--- src/rtl/ctrl_pkg.sv ---
// rtl/ctrl_pkg.sv - shared encodings for the multicycle RV32I controller
package ctrl_pkg;

   typedef enum logic [3:0] {
      FETCH    = 4'd0,
      DECODE   = 4'd1,
      MEMADR   = 4'd2,
      MEMREAD  = 4'd3,
      MEMWB    = 4'd4,
      MEMWRITE = 4'd5,
      EXECR    = 4'd6,
      EXECI    = 4'd7,
      ALUWB    = 4'd8,
      BEQ      = 4'd9,
      JAL      = 4'd10,
      FAULT    = 4'd11
   } state_e;

   localparam logic [6:0] OP_LW    = 7'b0000011;
   localparam logic [6:0] OP_SW    = 7'b0100011;
   localparam logic [6:0] OP_RTYPE = 7'b0110011;
   localparam logic [6:0] OP_ITYPE = 7'b0010011;
   localparam logic [6:0] OP_BEQ   = 7'b1100011;
   localparam logic [6:0] OP_JAL   = 7'b1101111;

   localparam logic [1:0] ALUOP_ADD   = 2'b00;
   localparam logic [1:0] ALUOP_SUB   = 2'b01;
   localparam logic [1:0] ALUOP_FUNCT = 2'b10;

   localparam logic [2:0] ALU_ADD = 3'b000;
   localparam logic [2:0] ALU_SUB = 3'b001;
   localparam logic [2:0] ALU_AND = 3'b010;
   localparam logic [2:0] ALU_OR  = 3'b011;
   localparam logic [2:0] ALU_SLT = 3'b101;

   localparam logic [1:0] RES_ALUOUT    = 2'b00;
   localparam logic [1:0] RES_READDATA  = 2'b01;
   localparam logic [1:0] RES_ALURESULT = 2'b10;

   localparam logic [1:0] SRCA_PC    = 2'b00;
   localparam logic [1:0] SRCA_OLDPC = 2'b01;
   localparam logic [1:0] SRCA_RS1   = 2'b10;

   localparam logic [1:0] SRCB_RS2  = 2'b00;
   localparam logic [1:0] SRCB_IMM  = 2'b01;
   localparam logic [1:0] SRCB_FOUR = 2'b10;

   localparam logic [1:0] IMM_I = 2'b00;
   localparam logic [1:0] IMM_S = 2'b01;
   localparam logic [1:0] IMM_B = 2'b10;
   localparam logic [1:0] IMM_J = 2'b11;

   function automatic logic [1:0] imm_sel(input logic [6:0] op);
      case (op)
         OP_SW:   return IMM_S;
         OP_BEQ:  return IMM_B;
         OP_JAL:  return IMM_J;
         default: return IMM_I;
      endcase
   endfunction

endpackage

--- src/rtl/ctrl_alu_decoder.sv ---
// rtl/ctrl_alu_decoder.sv - combinational alu_op/funct decode to alu_control
module ctrl_alu_decoder
   import ctrl_pkg::*;
(
   input  logic [1:0] alu_op,
   input  logic [2:0] funct3,
   input  logic       op5,
   input  logic       funct7b5,
   output logic [2:0] alu_control
);

   always_comb begin
      alu_control = ALU_ADD;
      case (alu_op)
         ALUOP_SUB: alu_control = ALU_SUB;
         ALUOP_FUNCT: begin
            case (funct3)
               // only R-type sub sets bit 30; addi reuses that bit as immediate
               3'b000:  alu_control = (op5 & funct7b5) ? ALU_SUB : ALU_ADD;
               3'b010:  alu_control = ALU_SLT;
               3'b110:  alu_control = ALU_OR;
               3'b111:  alu_control = ALU_AND;
               default: alu_control = ALU_ADD;
            endcase
         end
         default: alu_control = ALU_ADD;
      endcase
   end

endmodule

--- src/rtl/multicycle_controller.sv ---
// rtl/multicycle_controller.sv - multicycle RV32I sequencing FSM with memory timeout
// Define CTRL_PERF_CNT_EN to build the retired-instruction counter behind instret.
module multicycle_controller
   import ctrl_pkg::*;
#(
   parameter int MEM_TIMEOUT = 16,
   parameter int TO_W        = $clog2(MEM_TIMEOUT + 1),
   parameter int PERF_CNT_W  = 32
) (
   input  logic                  clk,
   input  logic                  rst_n,
   input  logic [6:0]            op,
   input  logic [2:0]            funct3,
   input  logic                  funct7b5,
   input  logic                  zero,
   input  logic                  mem_ready,
   output logic                  mem_req,
   output logic                  mem_write,
   output logic                  adr_src,
   output logic                  ir_write,
   output logic                  pc_write,
   output logic                  reg_write,
   output logic [1:0]            result_src,
   output logic [1:0]            alu_src_a,
   output logic [1:0]            alu_src_b,
   output logic [1:0]            imm_src,
   output logic [2:0]            alu_control,
   output logic                  fault,
   output logic [PERF_CNT_W-1:0] instret
);

   localparam int CNT_W = (TO_W > 0) ? TO_W : 1;

   state_e           state_q, state_d;
   logic [CNT_W-1:0] wait_q, wait_d;
   logic [1:0]       alu_op;
   logic             req_c, wr_c, irw_c, pcw_c, rw_c;
   logic             mem_wait, timeout_hit;

   assign mem_wait    = (state_q == FETCH) || (state_q == MEMREAD) || (state_q == MEMWRITE);
   assign timeout_hit = (MEM_TIMEOUT > 0) && (wait_q == CNT_W'(MEM_TIMEOUT - 1));

   always_comb begin
      state_d    = state_q;
      req_c      = 1'b0;
      wr_c       = 1'b0;
      irw_c      = 1'b0;
      pcw_c      = 1'b0;
      rw_c       = 1'b0;
      adr_src    = 1'b0;
      result_src = RES_ALUOUT;
      alu_src_a  = SRCA_PC;
      alu_src_b  = SRCB_RS2;
      alu_op     = ALUOP_ADD;
      case (state_q)
         FETCH: begin
            req_c      = 1'b1;
            alu_src_b  = SRCB_FOUR;
            result_src = RES_ALURESULT;
            if (mem_ready) begin
               irw_c   = 1'b1;
               pcw_c   = 1'b1;
               state_d = DECODE;
            end else if (timeout_hit) begin
               state_d = FAULT;
            end
         end
         DECODE: begin
            alu_src_a = SRCA_OLDPC;
            alu_src_b = SRCB_IMM;
            case (op)
               OP_LW, OP_SW: state_d = MEMADR;
               OP_RTYPE:     state_d = EXECR;
               OP_ITYPE:     state_d = EXECI;
               OP_BEQ:       state_d = BEQ;
               OP_JAL:       state_d = JAL;
               default:      state_d = FAULT;
            endcase
         end
         MEMADR: begin
            alu_src_a = SRCA_RS1;
            alu_src_b = SRCB_IMM;
            state_d   = (op == OP_SW) ? MEMWRITE : MEMREAD;
         end
         MEMREAD: begin
            req_c   = 1'b1;
            adr_src = 1'b1;
            if (mem_ready)        state_d = MEMWB;
            else if (timeout_hit) state_d = FAULT;
         end
         MEMWB: begin
            result_src = RES_READDATA;
            rw_c       = 1'b1;
            state_d    = FETCH;
         end
         MEMWRITE: begin
            req_c   = 1'b1;
            wr_c    = 1'b1;
            adr_src = 1'b1;
            if (mem_ready)        state_d = FETCH;
            else if (timeout_hit) state_d = FAULT;
         end
         EXECR: begin
            alu_src_a = SRCA_RS1;
            alu_op    = ALUOP_FUNCT;
            state_d   = ALUWB;
         end
         EXECI: begin
            alu_src_a = SRCA_RS1;
            alu_src_b = SRCB_IMM;
            alu_op    = ALUOP_FUNCT;
            state_d   = ALUWB;
         end
         ALUWB: begin
            rw_c    = 1'b1;
            state_d = FETCH;
         end
         BEQ: begin
            alu_src_a = SRCA_RS1;
            alu_op    = ALUOP_SUB;
            pcw_c     = zero;
            state_d   = FETCH;
         end
         JAL: begin
            alu_src_a = SRCA_OLDPC;
            alu_src_b = SRCB_FOUR;
            pcw_c     = 1'b1;
            state_d   = ALUWB;
         end
         FAULT:   state_d = FAULT;
         default: state_d = FAULT;
      endcase
   end

   // Counter restarts for every new access since any state change clears it
   always_comb begin
      wait_d = wait_q;
      if (state_d != state_q)          wait_d = '0;
      else if (mem_wait && !mem_ready) wait_d = wait_q + CNT_W'(1);
   end

   always_ff @(posedge clk or negedge rst_n) begin
      if (!rst_n) begin
         state_q <= FETCH;
         wait_q  <= '0;
      end else begin
         state_q <= state_d;
         wait_q  <= wait_d;
      end
   end

   ctrl_alu_decoder u_alu_dec (
      .alu_op      (alu_op),
      .funct3      (funct3),
      .op5         (op[5]),
      .funct7b5    (funct7b5),
      .alu_control (alu_control)
   );

   // Strobes are held low during reset even though the state already reads FETCH
   assign mem_req   = req_c & rst_n;
   assign mem_write = wr_c & rst_n;
   assign ir_write  = irw_c & rst_n;
   assign pc_write  = pcw_c & rst_n;
   assign reg_write = rw_c & rst_n;
   assign imm_src   = imm_sel(op);
   assign fault     = (state_q == FAULT);

`ifdef CTRL_PERF_CNT_EN
   logic                  retire;
   logic [PERF_CNT_W-1:0] instret_q, instret_d;

   assign retire = (state_d == FETCH) &&
                   ((state_q == ALUWB) || (state_q == MEMWB) ||
                    (state_q == MEMWRITE) || (state_q == BEQ));

   always_comb begin
      instret_d = instret_q + PERF_CNT_W'(retire);
   end

   always_ff @(posedge clk or negedge rst_n) begin
      if (!rst_n) instret_q <= '0;
      else        instret_q <= instret_d;
   end

   assign instret = instret_q;
`else
   assign instret = '0;
`endif

endmodule

--- config.mk ---
export PLATFORM = sky130hd
export DESIGN_NAME = multicycle_controller
export DESIGN_NICKNAME = d
export VERILOG_FILES = /design/src/rtl/ctrl_pkg.sv /design/src/rtl/ctrl_alu_decoder.sv /design/src/rtl/multicycle_controller.sv
export SDC_FILE = /design/constraint.sdc
export NUM_CORES = 1
export LEC_CHECK = 0
export CORE_MARGIN = 2
export CORE_UTILIZATION = 37
export CTS_CLUSTER_SIZE = 20
export DETAILED_ROUTE_END_ITERATION = 10
export PLACE_DENSITY = 0.86
export SETUP_SLACK_MARGIN = 0.2
export SLEW_MARGIN = 0
export SYNTH_ARGS = -nofsm -noshare
export SYNTH_HDL_FRONTEND = slang
export SYNTH_SLANG_ARGS = --single-unit
--- constraint.sdc ---
create_clock -name clk -period 2.3 [get_ports clk]
set_input_delay 0.23 -clock clk [delete_from_list [all_inputs] [get_ports clk]]
set_output_delay 0.23 -clock clk [all_outputs]
set_load 0.01 [all_outputs]
# Word-level counts from Yosys, hierarchy flattened

Index checks and enable logic that the tools add are counted.

Bitwise logic cells: 6
Eq/ne operators: 24
Reduce and logical (&&, ||, !) cells: 18
Add/subtract/negate cells: 1
Multiplexer cells: 24

Operators by type and width:

| kind                                           | number |
|---|---|
| one-hot mux 4 bit (7 select lines)             | 1 |
| one-hot mux 4 bit (5 select lines)             | 1 |
| == test 4 x 3 -> 1 bit (second input constant) | 4 |
| == test 4 bit (second input constant)          | 4 |
| two-way mux 4 bit                              | 4 |
| one-hot mux 2 bit (2 select lines)             | 4 |
| == test 7 x 6 -> 1 bit (second input constant) | 2 |
| == test 7 bit (second input constant)          | 2 |
| one-hot mux 3 bit (4 select lines)             | 1 |
| OR reduction 2 bit                             | 6 |
| OR reduction 3 bit                             | 4 |
| two-way mux 5 bit                              | 2 |
| == test 4 x 2 -> 1 bit (second input constant) | 2 |
| == test 7 x 2 -> 1 bit (second input constant) | 1 |
| == test 7 x 5 -> 1 bit (second input constant) | 1 |
| two-way mux 1 bit                              | 7 |
| AND 1 bit                                      | 6 |
| == test 3 bit (second input constant)          | 2 |
| one-hot mux 2 bit (3 select lines)             | 1 |
| one-hot mux 3 bit (2 select lines)             | 1 |
| adder 5 x 1 -> 5 bit (second input constant)   | 1 |
| == test 5 x 4 -> 1 bit (second input constant) | 1 |
| == test 4 x 1 -> 1 bit (second input constant) | 1 |
| logical NOT 4 bit                              | 1 |
| 12 further kinds                               | 13 |

Flip-flop bits (word level): 9
Logic and storage cells: 75
Output and inout port bits: 50

# Depth between registers and ports, before layout

Gate-level depths: netlist of run 1.

Depth in word-level cells: 6
Gate-level depth with buffers: 9
Mapped depth without buffers: 9

# Modules after synthesis

Synthesis of run 1 repeated with hierarchy kept, for this count alone.

Cells, all modules: 179
Area total of the unflattened synthesis: 1402.6 um2

By module, submodules not included:

| module                | cells each | instances | area each (um2) |
|---|---|---|---|
| multicycle_controller | 168        | 1         | 1306.3 |
| ctrl_alu_decoder      | 11         | 1         | 96.3 |

# Worst setup path before layout of run 1

Ideal clock, no wire load.

Kind: register to register
Start: register wait_q[0]
End: register wait_q[0]
Arrival: 2.105 ns
Path buffers: 0
Period minus slack after synthesis: 2.206 ns
Cell stages (with the launch flop): 9
Setup slack: 0.094 ns
Cell sequence: dfrtp_1 > ha_1 > and3_1 > ha_1 > or3_1 > nor3_2 > a221oi_1 > or3_4 > nor4_1

Longest elaborated chain between the ends: 6
Elaborated cells on any way between the ends: 11
Classes of those cells: add/sub (1); eq/ne (2); mux (7); reduce/logical (1)

RTL lines:

| what                                                           | RTL line                                                                               | text |
|---|---|---|
| from (decl)                                                    | multicycle_controller.sv:35                                                            | `logic [CNT_W-1:0] wait_q, wait_d;` |
| from (signal assigned)                                         | multicycle_controller.sv:148                                                           | `wait_q <= wait_d;` |
| == test 5 x 4 -> 1 bit                                         | multicycle_controller.sv:41                                                            | `assign timeout_hit = (MEM_TIMEOUT > 0) && (wait_q == CNT_W'(MEM_TIMEOUT - 1));` |
| two-way mux 4 bit                                              | multicycle_controller.sv:64, multicycle_controller.sv:89, multicycle_controller.sv:101 |  |
| two-way mux 4 bit (on tied branches)                           | multicycle_controller.sv:100, multicycle_controller.sv:60, multicycle_controller.sv:88 |  |
| one-hot mux 4 bit (7 select lines)                             | multicycle_controller.sv:55                                                            | `case (state_q)` |
| inequality test 4 bit                                          | multicycle_controller.sv:138                                                           | `if (state_d != state_q) wait_d = '0;` |
| two-way mux 5 bit / nonzero test 2 bit (equally long branches) | n/a                                                                                    |  |

Parallel ways exist; a longest one is shown, timed or not. The select of a mux whose other input is x is not followed.
A chain may end at the register's enable or synchronous reset.

# Final worst setup path of run 1

Start: register wait_q[0]
End: register wait_q[4]

The elaborated chain is that of the path after synthesis.

==> impl_metrics.json, run 1 <==
{
  "setup_violations": 0,
  "fin_crit_sh_pct": 95.36,
  "drc_errors": 0,
  "synth_compound_area_share_pct": 15.47,
  "grt_first_pass_wirelength_um": 5361,
  "place_area_mm2": 0.001644,
  "initial_core_util_pct": 38.77,
  "gp_congestion": 0.9012,
  "hold_class": "input port to async pin",
  "synth_fa_ha_area_share_pct": 3.868,
  "crit_fanout": 5,
  "core_area_mm2": 0.003337,
  "num_rows": 21,
  "first_pass_iters": 4,
  "reg2reg_from": "wait_q[0]$_DFFE_PN0P_",
  "power.density_mw_per_mm2": 1257,
  "vias_per_cell": 4.989,
  "die_h_um": 63.13,
  "io_buffers": 32,
  "cts_buffer_depth": 2,
  "clkTransAtPathRegs_ps": 60,
  "clock_latency_ps": 250,
  "synth.most_common_cell": "buf_4",
  "grt_overflow": 0,
  "synth-seq-cells": 9,
  "synth.cells.most_frequent": "buf_4 (33), nor2_1 (17), nand2_1 (13), dfrtp_1 (9), inv_1 (8)",
  "cp-start-kind": "register",
  "postLayoutCellArea_mm2": 0.001867,
  "synth_top_area_share_pct": 19.15,
  "ioPinCount": 65,
  "syn-cell-area_mm2": 0.001294,
  "drt_iter0_drc": 64,
  "rsz0062_at_grt": "yes",
  "synth_edf_count": 0,
  "critical_path_class": "register to register",
  "num-nets-final": 241,
  "cts_htree_levels": 1,
  "dieArea_mm2": 0.003985,
  "ant_nets": 0,
  "synth.avg_cell_area_um2": 7.478,
  "power_mw": 2.346,
  "muxShareOfSynthArea_pct": 2.708,
  "synthCells": 173,
  "ys.warnings.count": 0,
  "hold_violations": 0,
  "vdd.ir_drop.worst_uv": 639.1,
  "synth-simple-area-share_pct": 30.75,
  "track_usage_pct": 16.26,
  "period_needed_ps": 2193,
  "drive_gt1_share_pct": 23.53,
  "grt_max_degree": 19,
  "fillerInstances": 335,
  "synthTopCellsByArea": "buf_4 (19%), dfrtp_1 (17%), nor2_1 (4.9%)",
  "ctsHoldBuffers": 0,
  "numCtsBuffers": 3,
  "multi_input_area_mm2": 0.001039,
  "cts_tree": "built",
  "routedWlPerCell_um": 12.73,
  "fmax_ghz": 0.4559,
  "antennaDiodeCount": 0,
  "cts_root_buf": "clkbuf_4",
  "critPathArrivalTime_ps": 2350,
  "drv_cap": 0,
  "required_ps": 2460,
  "routed_wl_um": 3400,
  "post-synth-top-area-cell": "buf_4",
  "clock-sinks": 9,
  "antenna_found_initial": 0,
  "ys_dominant_reg_cell": "dfrtp_1",
  "die_w_um": 63.13,
  "reg2reg_depth": 8,
  "rr_endpoint": "wait_q[4]$_DFFE_PN0P_",
  "synthXorXnorAreaFrac_pct": 5.416,
  "synth_top_family_by_area": "simple AND/OR/NAND/NOR gates",
  "fin_skew_ps": 3.104,
  "total_leakage_power_nw": 0.8428,
  "regToRegSetupSlack_ps": 110,
  "slew_violations": 0,
  "synth_cell_types": 47,
  "fin_util_pct": 55.94,
  "async_reset_ff_share_pct": 100.0,
  "cp-end-kind": "register",
  "regArea_um2": 229.0,
  "place_hpwl_um": 2490,
  "area_growth_pct": 44.29,
  "grt_pass1_vias": 1204,
  "setup_tns_ps": 0,
  "vias": 1332,
  "yosysSeqAreaShare_pct": 17.41,
  "outcome": "completed"
}
through the flow:
| step | hold slack (ps) | setup WS (ps) | std cells |
|---|---|---|---|
| after global placement | 504.3 | 31.13 | 256 |
| final | 237.6 | 106.7 | 267 |
| after CTS | 232.1 | 65.60 | 264 |
| after global routing | 238.9 | 13.36 | 267 |
| after floorplan | -65.59 | 178.8 | 204 |
| after detailed placement | 508.8 | 11.17 | 256 |
where the power goes:
group          switching, mW  internal, mW  leakage [nW]  total (mW)
logic                   1.12         0.840         0.712        1.96
registers             0.0637         0.208         0.116       0.271
clock network         0.0522        0.0667        0.0150       0.119
registers in the layout, summed over array words and instances (netlist names):
name / flops
state_q: 4
wait_q: 5
placed cells by master, fill, tap and decap left out, types with 4 or more instances in the layout:
cell / instances
nor2_1: 15
buf_4: 20
a21oi_1: 5
clkdlybuf4s50_1: 19
nor4_4: 6
dlygate4sd2_1: 8
xnor2_1: 4
a31oi_1: 4
nor2b_1: 4
dfrtp_1: 6
nand3_1: 5
conb_1: 32
nand2_1: 13
inv_1: 8
logic make-up (layout without fill, tap and decap cells):
group	count (synthesis)	after routing
flip-flops	9	9
multiplexers	3	3
other	1	32
adder cells (fa/ha/maj)	4	4
buffers and inverters	49	66
XOR/XNOR	8	8
AND/OR/NAND/NOR	71	71
AO/OA/AOI/OAI	28	28
metal layers:
layer	wire length [um]	vias to the layer above	track usage [%]	share of wire [%]
met3	228	8	1.786	6.7
met4	72	0	6.944	2.1
li1	-	639	-	-
met1	1400	612	20.09	41
met2	1699	73	28.46	50
met5	0	-	0	0
layout make-up:
cell class                      count  share of cell area [%]
Clock buffer                        4                   1.408
Inverter                            8                   1.609
Tap cell                           46                   3.083
Multi-Input combinational cell    146                   55.63
Timing Repair Buffer               54                   26.01
Sequential cell                     9                   12.27
critical path, stage by stage (launching register included):
cell	delay (ps)
dfrtp_1	380
ha_2	190
and3_4	180
ha_4	160
or3_4	350
nor3_4	130
a221oi_2	50
or3_4	480
nor4_4	160
timing repair:
item,CTS,global route
buffers inserted,4,3
pin swaps,1,6
endpoints found under the setup margin,15,11
cloned,0,0
gates resized for setup,20,23
worst max-delay path by stage:
| stage | startpoint | end | slack (ps) | cells past startpoint |
|---|---|---|---|---|
| after floorplan | wait_q[0]$_DFFE_PN0P_ | wait_q[2]$_DFFE_PN0P_ | 180 | 8 |
| after global placement | op[3] | wait_q[0]$_DFFE_PN0P_ | 30 | 7 |
| after detailed placement | op[3] | wait_q[4]$_DFFE_PN0P_ | 10 | 7 |
| after CTS | wait_q[0]$_DFFE_PN0P_ | wait_q[3]$_DFFE_PN0P_ | 70 | 8 |
| after global routing | wait_q[1]$_DFFE_PN0P_ | wait_q[4]$_DFFE_PN0P_ | 10 | 8 |
| final | wait_q[0]$_DFFE_PN0P_ | wait_q[4]$_DFFE_PN0P_ | 110 | 8 |
Note: power is estimated with default switching activity, not from simulation.
==> run 2: changes to the inputs <==
- CORE_UTILIZATION: 37 -> 38
- CTS_BUF_LIST: not set -> sky130_fd_sc_hd__clkbuf_4 sky130_fd_sc_hd__clkbuf_8
- PLACE_DENSITY: 0.86 -> 0.88
==> run 2 against run 1 <==
Against the previous run: die area decreased by 2.5%; total power increased by 12%; utilization is 3.5 points higher; flip-flop and latch count unchanged.
==> impl_metrics.json, run 2 (synthesis gave the netlist of run 1 again) <==
{
  "regToRegSetupSlack_ps": 50,
  "setup_violations": 0,
  "routedWlPerCell_um": 14.72,
  "final_cells": 272,
  "grt_max_degree": 19,
  "critPathArrivalTime_ps": 2420,
  "slew_violations": 0,
  "hold_violations": 0,
  "num_rows": 21,
  "routed_wl_um": 4005,
  "hold_class": "input port to async pin",
  "rsz0062_at_grt": "yes",
  "regMostFlops": "wait_q",
  "cts_tree": "built",
  "postLayoutCellArea_mm2": 0.001969,
  "largest_reg_flops": 5,
  "die_h_um": 62.35,
  "pre_cts_slack_ps": 18.80,
  "die_w_um": 62.35,
  "vdd.ir_drop.worst_uv": 587.8,
  "grt_overflow": 0,
  "total_leakage_power_nw": 0.8770,
  "drt_iter0_drc": 83,
  "setup_ws_ps": 46.68,
  "place_area_mm2": 0.001637,
  "cp-end-kind": "register",
  "clock_latency_ps": 270,
  "place_hpwl_um": 2502,
  "fillerInstances": 287,
  "ant_nets": 0,
  "top_regs": "wait_q (5), state_q (4)",
  "final_cell_mix": "conb_1 (32), buf_4 (24), clkdlybuf4s50_1 (17)",
  "area_growth_pct": 52.22,
  "clock-sinks": 9,
  "core_area_mm2": 0.003311,
  "grt_first_pass_wirelength_um": 5809,
  "ioPinCount": 65,
  "setup_tns_ps": 0,
  "hold_slack_ps": 437.1,
  "clkTransAtPathRegs_ps": 70,
  "cts_htree_levels": 1,
  "antennaDiodeCount": 0,
  "dp_cells": 255,
  "cts_buffer_depth": 2,
  "period_needed_ps": 2253,
  "power_mw": 2.630,
  "vias": 1392,
  "io_buffers": 32,
  "drive_gt1_share_pct": 30.09,
  "crit_fanout": 5,
  "cp-start-kind": "register",
  "fmax_ghz": 0.4438,
  "initial_core_util_pct": 39.08,
  "cts_root_buf": "clkbuf_4",
  "fin_util_pct": 59.49,
  "numCtsBuffers": 3,
  "antenna_found_initial": 0,
  "required_ps": 2460,
  "first_pass_iters": 4,
  "outcome": "completed",
  "track_usage_pct": 18.81,
  "grt_pass1_vias": 1252,
  "drv_cap": 0,
  "vias_per_cell": 5.118,
  "fin_crit_sh_pct": 97.97,
  "drc_errors": 0,
  "critical_path_class": "register to register",
  "num-nets-final": 246,
  "gp_congestion": 0.9271,
  "power.density_mw_per_mm2": 1335,
  "fin_skew_ps": 9.810,
  "final_common_cell": "conb_1",
  "dieArea_mm2": 0.003888
}
==> run 2: changes by cell type in the layout (fill, tap and decap cells not counted), moves of 2 or more <==
cell             before  now
buf_12                0    2
buf_4                20   24
buf_6                 2    0
clkdlybuf4s50_1      19   17
nor3_1                3    1
nor3_2                1    3
==> run 2: report_power, final <==
part           total [mW]  switching, mW  internal [mW]
clock network       0.139         0.0602         0.0789
registers           0.283         0.0750          0.208
logic                2.21           1.21          0.999
total                2.63           1.34           1.29
==> run 2: cell type report <==
cell class	instances	area (um2)	share of cell area, %
inverter	8	30.03	1.525
tap	46	57.56	2.922
clock buffer	4	30.03	1.525
multi-input combinational	146	1076	54.64
timing repair buffer	59	546.8	27.76
sequential	9	229.0	11.63
==> run 2: critical path, stage by stage (launching register included) <==
cell,delay [ps]
dfrtp_1,390
ha_2,200
and3_4,190
ha_4,170
or3_4,350
nor3_4,140
a221oi_2,60
or3_4,480
nor4_4,180
==> run 2: path summary, 6_finish.rpt <==
path | start | to | cells past startpoint
worst max-delay path | wait_q[0]$_DFFE_PN0P_ | wait_q[1]$_DFFE_PN0P_ | 8
worst min-delay path | rst_n | state_q[2]$_DFF_PN0_ | 2
worst max register to register | wait_q[0]$_DFFE_PN0P_ | wait_q[1]$_DFFE_PN0P_ | 8
worst min register to register | wait_q[3]$_DFFE_PN0P_ | wait_q[3]$_DFFE_PN0P_ | 2
max in group asynchronous | rst_n | state_q[3]$_DFF_PN0_ | 2
min in group clk | wait_q[3]$_DFFE_PN0P_ | wait_q[3]$_DFFE_PN0P_ | 2
==> run 2: timing repair <==
action / CTS / global route
endpoints found under the setup margin: 19 / 11
hold endpoints to repair: 0 / 0
hold buffers: 0 / 0
buffers inserted: 9 / 3
resized for setup: 35 / 27
cloned: 1 / 0
pin swaps: 1 / 12
==> run 2: routing by layer <==
metal	global-route usage, %	part of all wire, %	vias to the layer above
met5	0	0	-
met4	7.500	2.5	0
met3	3.442	5.8	10
met2	36.14	55	69
met1	20.11	37	663
li1	-	-	650
==> run 3: changes to the inputs <==
- ABC_AREA: not set -> 1
- CORE_UTILIZATION: 38 -> 37
- PLACE_DENSITY: 0.88 -> 0.87
==> run 3 against run 2 <==
Against the previous run: clock skew shrank 1.2 ps; critical path depth grew 3; first-iteration DRC count shrank 51%; fmax grew 9.9%; die area shrank 2.9%; worst setup slack gained 200 ps; cell count grew 6.3%; clock power shrank 8%; combinational power shrank 46%; sequential power shrank 22%; synthesized cell count grew 15%; synthesized area shrank 5.6%; critical path type is now register to output port; largest power group unchanged.
==> impl_metrics.json, run 3 <==
{
  "cts_htree_levels": 1,
  "die_w_um": 61.45,
  "fin_util_pct": 52.02,
  "grt_overflow": 0,
  "synth_top_area_share_pct": 19.67,
  "path_common_cell": "nor2_1",
  "drt_iter0_drc": 41,
  "numCtsBuffers": 3,
  "synth_edf_count": 0,
  "hold_class": "input port to async pin",
  "routed_wl_um": 2929,
  "vdd.ir_drop.worst_uv": 311.8,
  "setup_tns_ps": 0,
  "drv_cap": 0,
  "outcome": "completed",
  "antennaDiodeCount": 0,
  "grt_pass1_vias": 1186,
  "routedWlPerCell_um": 10.13,
  "final_common_cell": "nand2_1",
  "num-nets-final": 265,
  "ctsHoldBuffers": 0,
  "top_regs": "wait_q (5), state_q (4)",
  "fmax_ghz": 0.4878,
  "cp_slowest_cell": "dfrtp_1",
  "rr_endpoint": "wait_q[4]$_DFFE_PN0P_",
  "ioPinCount": 65,
  "vias_per_cell": 4.478,
  "synth.avg_cell_area_um2": 6.137,
  "ant_nets": 0,
  "reg2reg_depth": 12,
  "place_area_mm2": 0.001518,
  "synth.most_common_cell": "nand2_1",
  "regMostFlops": "wait_q",
  "initial_core_util_pct": 39.35,
  "setup_violations": 0,
  "drc_errors": 0,
  "track_usage_pct": 16.11,
  "yosysSeqAreaShare_pct": 18.44,
  "final_cells": 289,
  "cp-end-kind": "output port",
  "required_ps": 2070,
  "dieArea_mm2": 0.003776,
  "crit_path_max_incr_delay_ps": 390,
  "syn-cell-area_mm2": 0.001221,
  "ys.warnings.count": 0,
  "postLayoutCellArea_mm2": 0.001614,
  "period_needed_ps": 2050,
  "first_pass_iters": 4,
  "clkTransAtPathRegs_ps": 60,
  "fin_skew_ps": 8.581,
  "die_h_um": 61.45,
  "grt_first_pass_wirelength_um": 4671,
  "total_leakage_power_nw": 0.9631,
  "critical_path_class": "register to output port",
  "critPathArrivalTime_ps": 1820,
  "cp-start-kind": "register",
  "place_hpwl_um": 2413,
  "fin_crit_sh_pct": 89.13,
  "synth-seq-cells": 9,
  "area_growth_pct": 32.17,
  "rsz0062_at_grt": "yes",
  "io_buffers": 32,
  "core_area_mm2": 0.003103,
  "ys_dominant_reg_cell": "dfrtp_1",
  "synth_cell_types": 25,
  "startpoint": "state_q[2]$_DFF_PN0_",
  "reg2reg_from": "wait_q[0]$_DFFE_PN0P_",
  "final_cell_mix": "nand2_1 (50), conb_1 (32), inv_1 (27)",
  "dp_cells": 280,
  "cts_buffer_depth": 2,
  "regToRegSetupSlack_ps": 340,
  "cts_root_buf": "clkbuf_4",
  "async_reset_ff_share_pct": 100.0,
  "synthTopCellsByArea": "buf_4 (20%), dfrtp_1 (18%), nand2_1 (15%)",
  "grt_max_degree": 10,
  "hold_violations": 0,
  "vias": 1294,
  "largest_reg_flops": 5,
  "crit_fanout": 6,
  "drive_gt1_share_pct": 16.73,
  "cts_tree": "built",
  "gp_congestion": 0.8796,
  "power.density_mw_per_mm2": 958.9,
  "post-synth-top-area-cell": "buf_4",
  "slew_violations": 0,
  "clock_latency_ps": 250,
  "num_rows": 20,
  "antenna_found_initial": 0,
  "synthCells": 199,
  "worstPathCellList": "buf_4, inv_2, nor2_1, nand2_1, inv_1, ha_2, nand2_1, nor2_1, nor2_1, a21oi_1, buf_2",
  "clock-sinks": 9,
  "synth.cells.most_frequent": "nand2_1 (50), buf_4 (32), nor2_1 (29), inv_1 (27), nand3_1 (11)"
}
run 3: cell types whose count changed after synthesis, sizes merged, moves of 4 or more:
cell	previous run	this run
buf	39	32
inv	8	31
nand2	13	55
nand3	5	16
nor2	17	33
nor2b	5	0
nor3	5	1
nor4	7	1
run 3: metal layers:
layer,global-route usage (%),wire [um]
met1,17.89,1087
met2,29.48,1566
met3,2.521,216
met4,8.207,59
met5,0,0
run 3: power breakdown:
| part | total, mW | leakage (nW) | internal, mW | switching [mW] |
|---|---|---|---|---|
| Sequential | 0.222 | 0.120 | 0.195 | 0.0272 |
| Clock | 0.128 | 0.0184 | 0.0783 | 0.0498 |
| Combinational | 1.20 | 0.824 | 0.502 | 0.696 |
| Total | 1.55 | 0.963 | 0.775 | 0.773 |
run 3: timing repair:
action,in CTS,in global routing
pin swaps,2,3
resized for setup,14,9
cloned,0,0
endpoints found under the setup margin,9,8
buffers inserted,4,1
run 3: worst max-delay path: cells and delay by family, from the launching register on:
kind / cells / cell delay [ps]
and+or+nand+nor: 5 / 460
buffers and inverters: 4 / 410
DFF: 1 / 390
adders and majority gates: 1 / 170
AOI/OAI and AO/OA: 1 / 130
run 3: worst max path at each step:
stage,to,cells after the start
4_1_cts,alu_control[2],8
3_5_place_dp,alu_control[2],7
6_report,alu_control[0],11
5_1_grt,alu_control[0],10
3_3_place_gp,alu_control[2],7
2_1_floorplan,alu_control[2],7
run 3: layout make-up:
class / count / area (um2)
fillers: 314 / 1489
multi-input cells: 158 / 787.0
repair buffers: 43 / 400.4
flip-flops and latches: 9 / 225.2
inverters: 31 / 116.4
well taps: 44 / 55.05
clock buffers: 4 / 30.03
run 3: per-stage QoR:
step / power [mW] / setup WS [ps] / hold slack, ps
global placement: 1.310 / 110.1 / 534.1
finish: 1.548 / 250.0 / 284.5
detailed placement: 1.335 / 27.53 / 563.0
floorplan: 0.9634 / 482.7 / -65.59
CTS: 1.531 / 87.53 / 286.4
global route: 1.694 / 86.20 / 307.7
run 3: cell families (layout without fill, tap and decap cells):
logic type                 count (synthesis)  count (layout)  synth area share [%]
and+or+nand+nor                          111             111                 41.80
buffers and inverters                     63              78                 29.20
DFF                                        9               9                 18.44
AOI/OAI and AO/OA                          8               8                 3.997
adders and majority gates                  4               4                 4.099
xor gates and xnor gates                   3               3                 2.152
other                                      1              32                0.3071
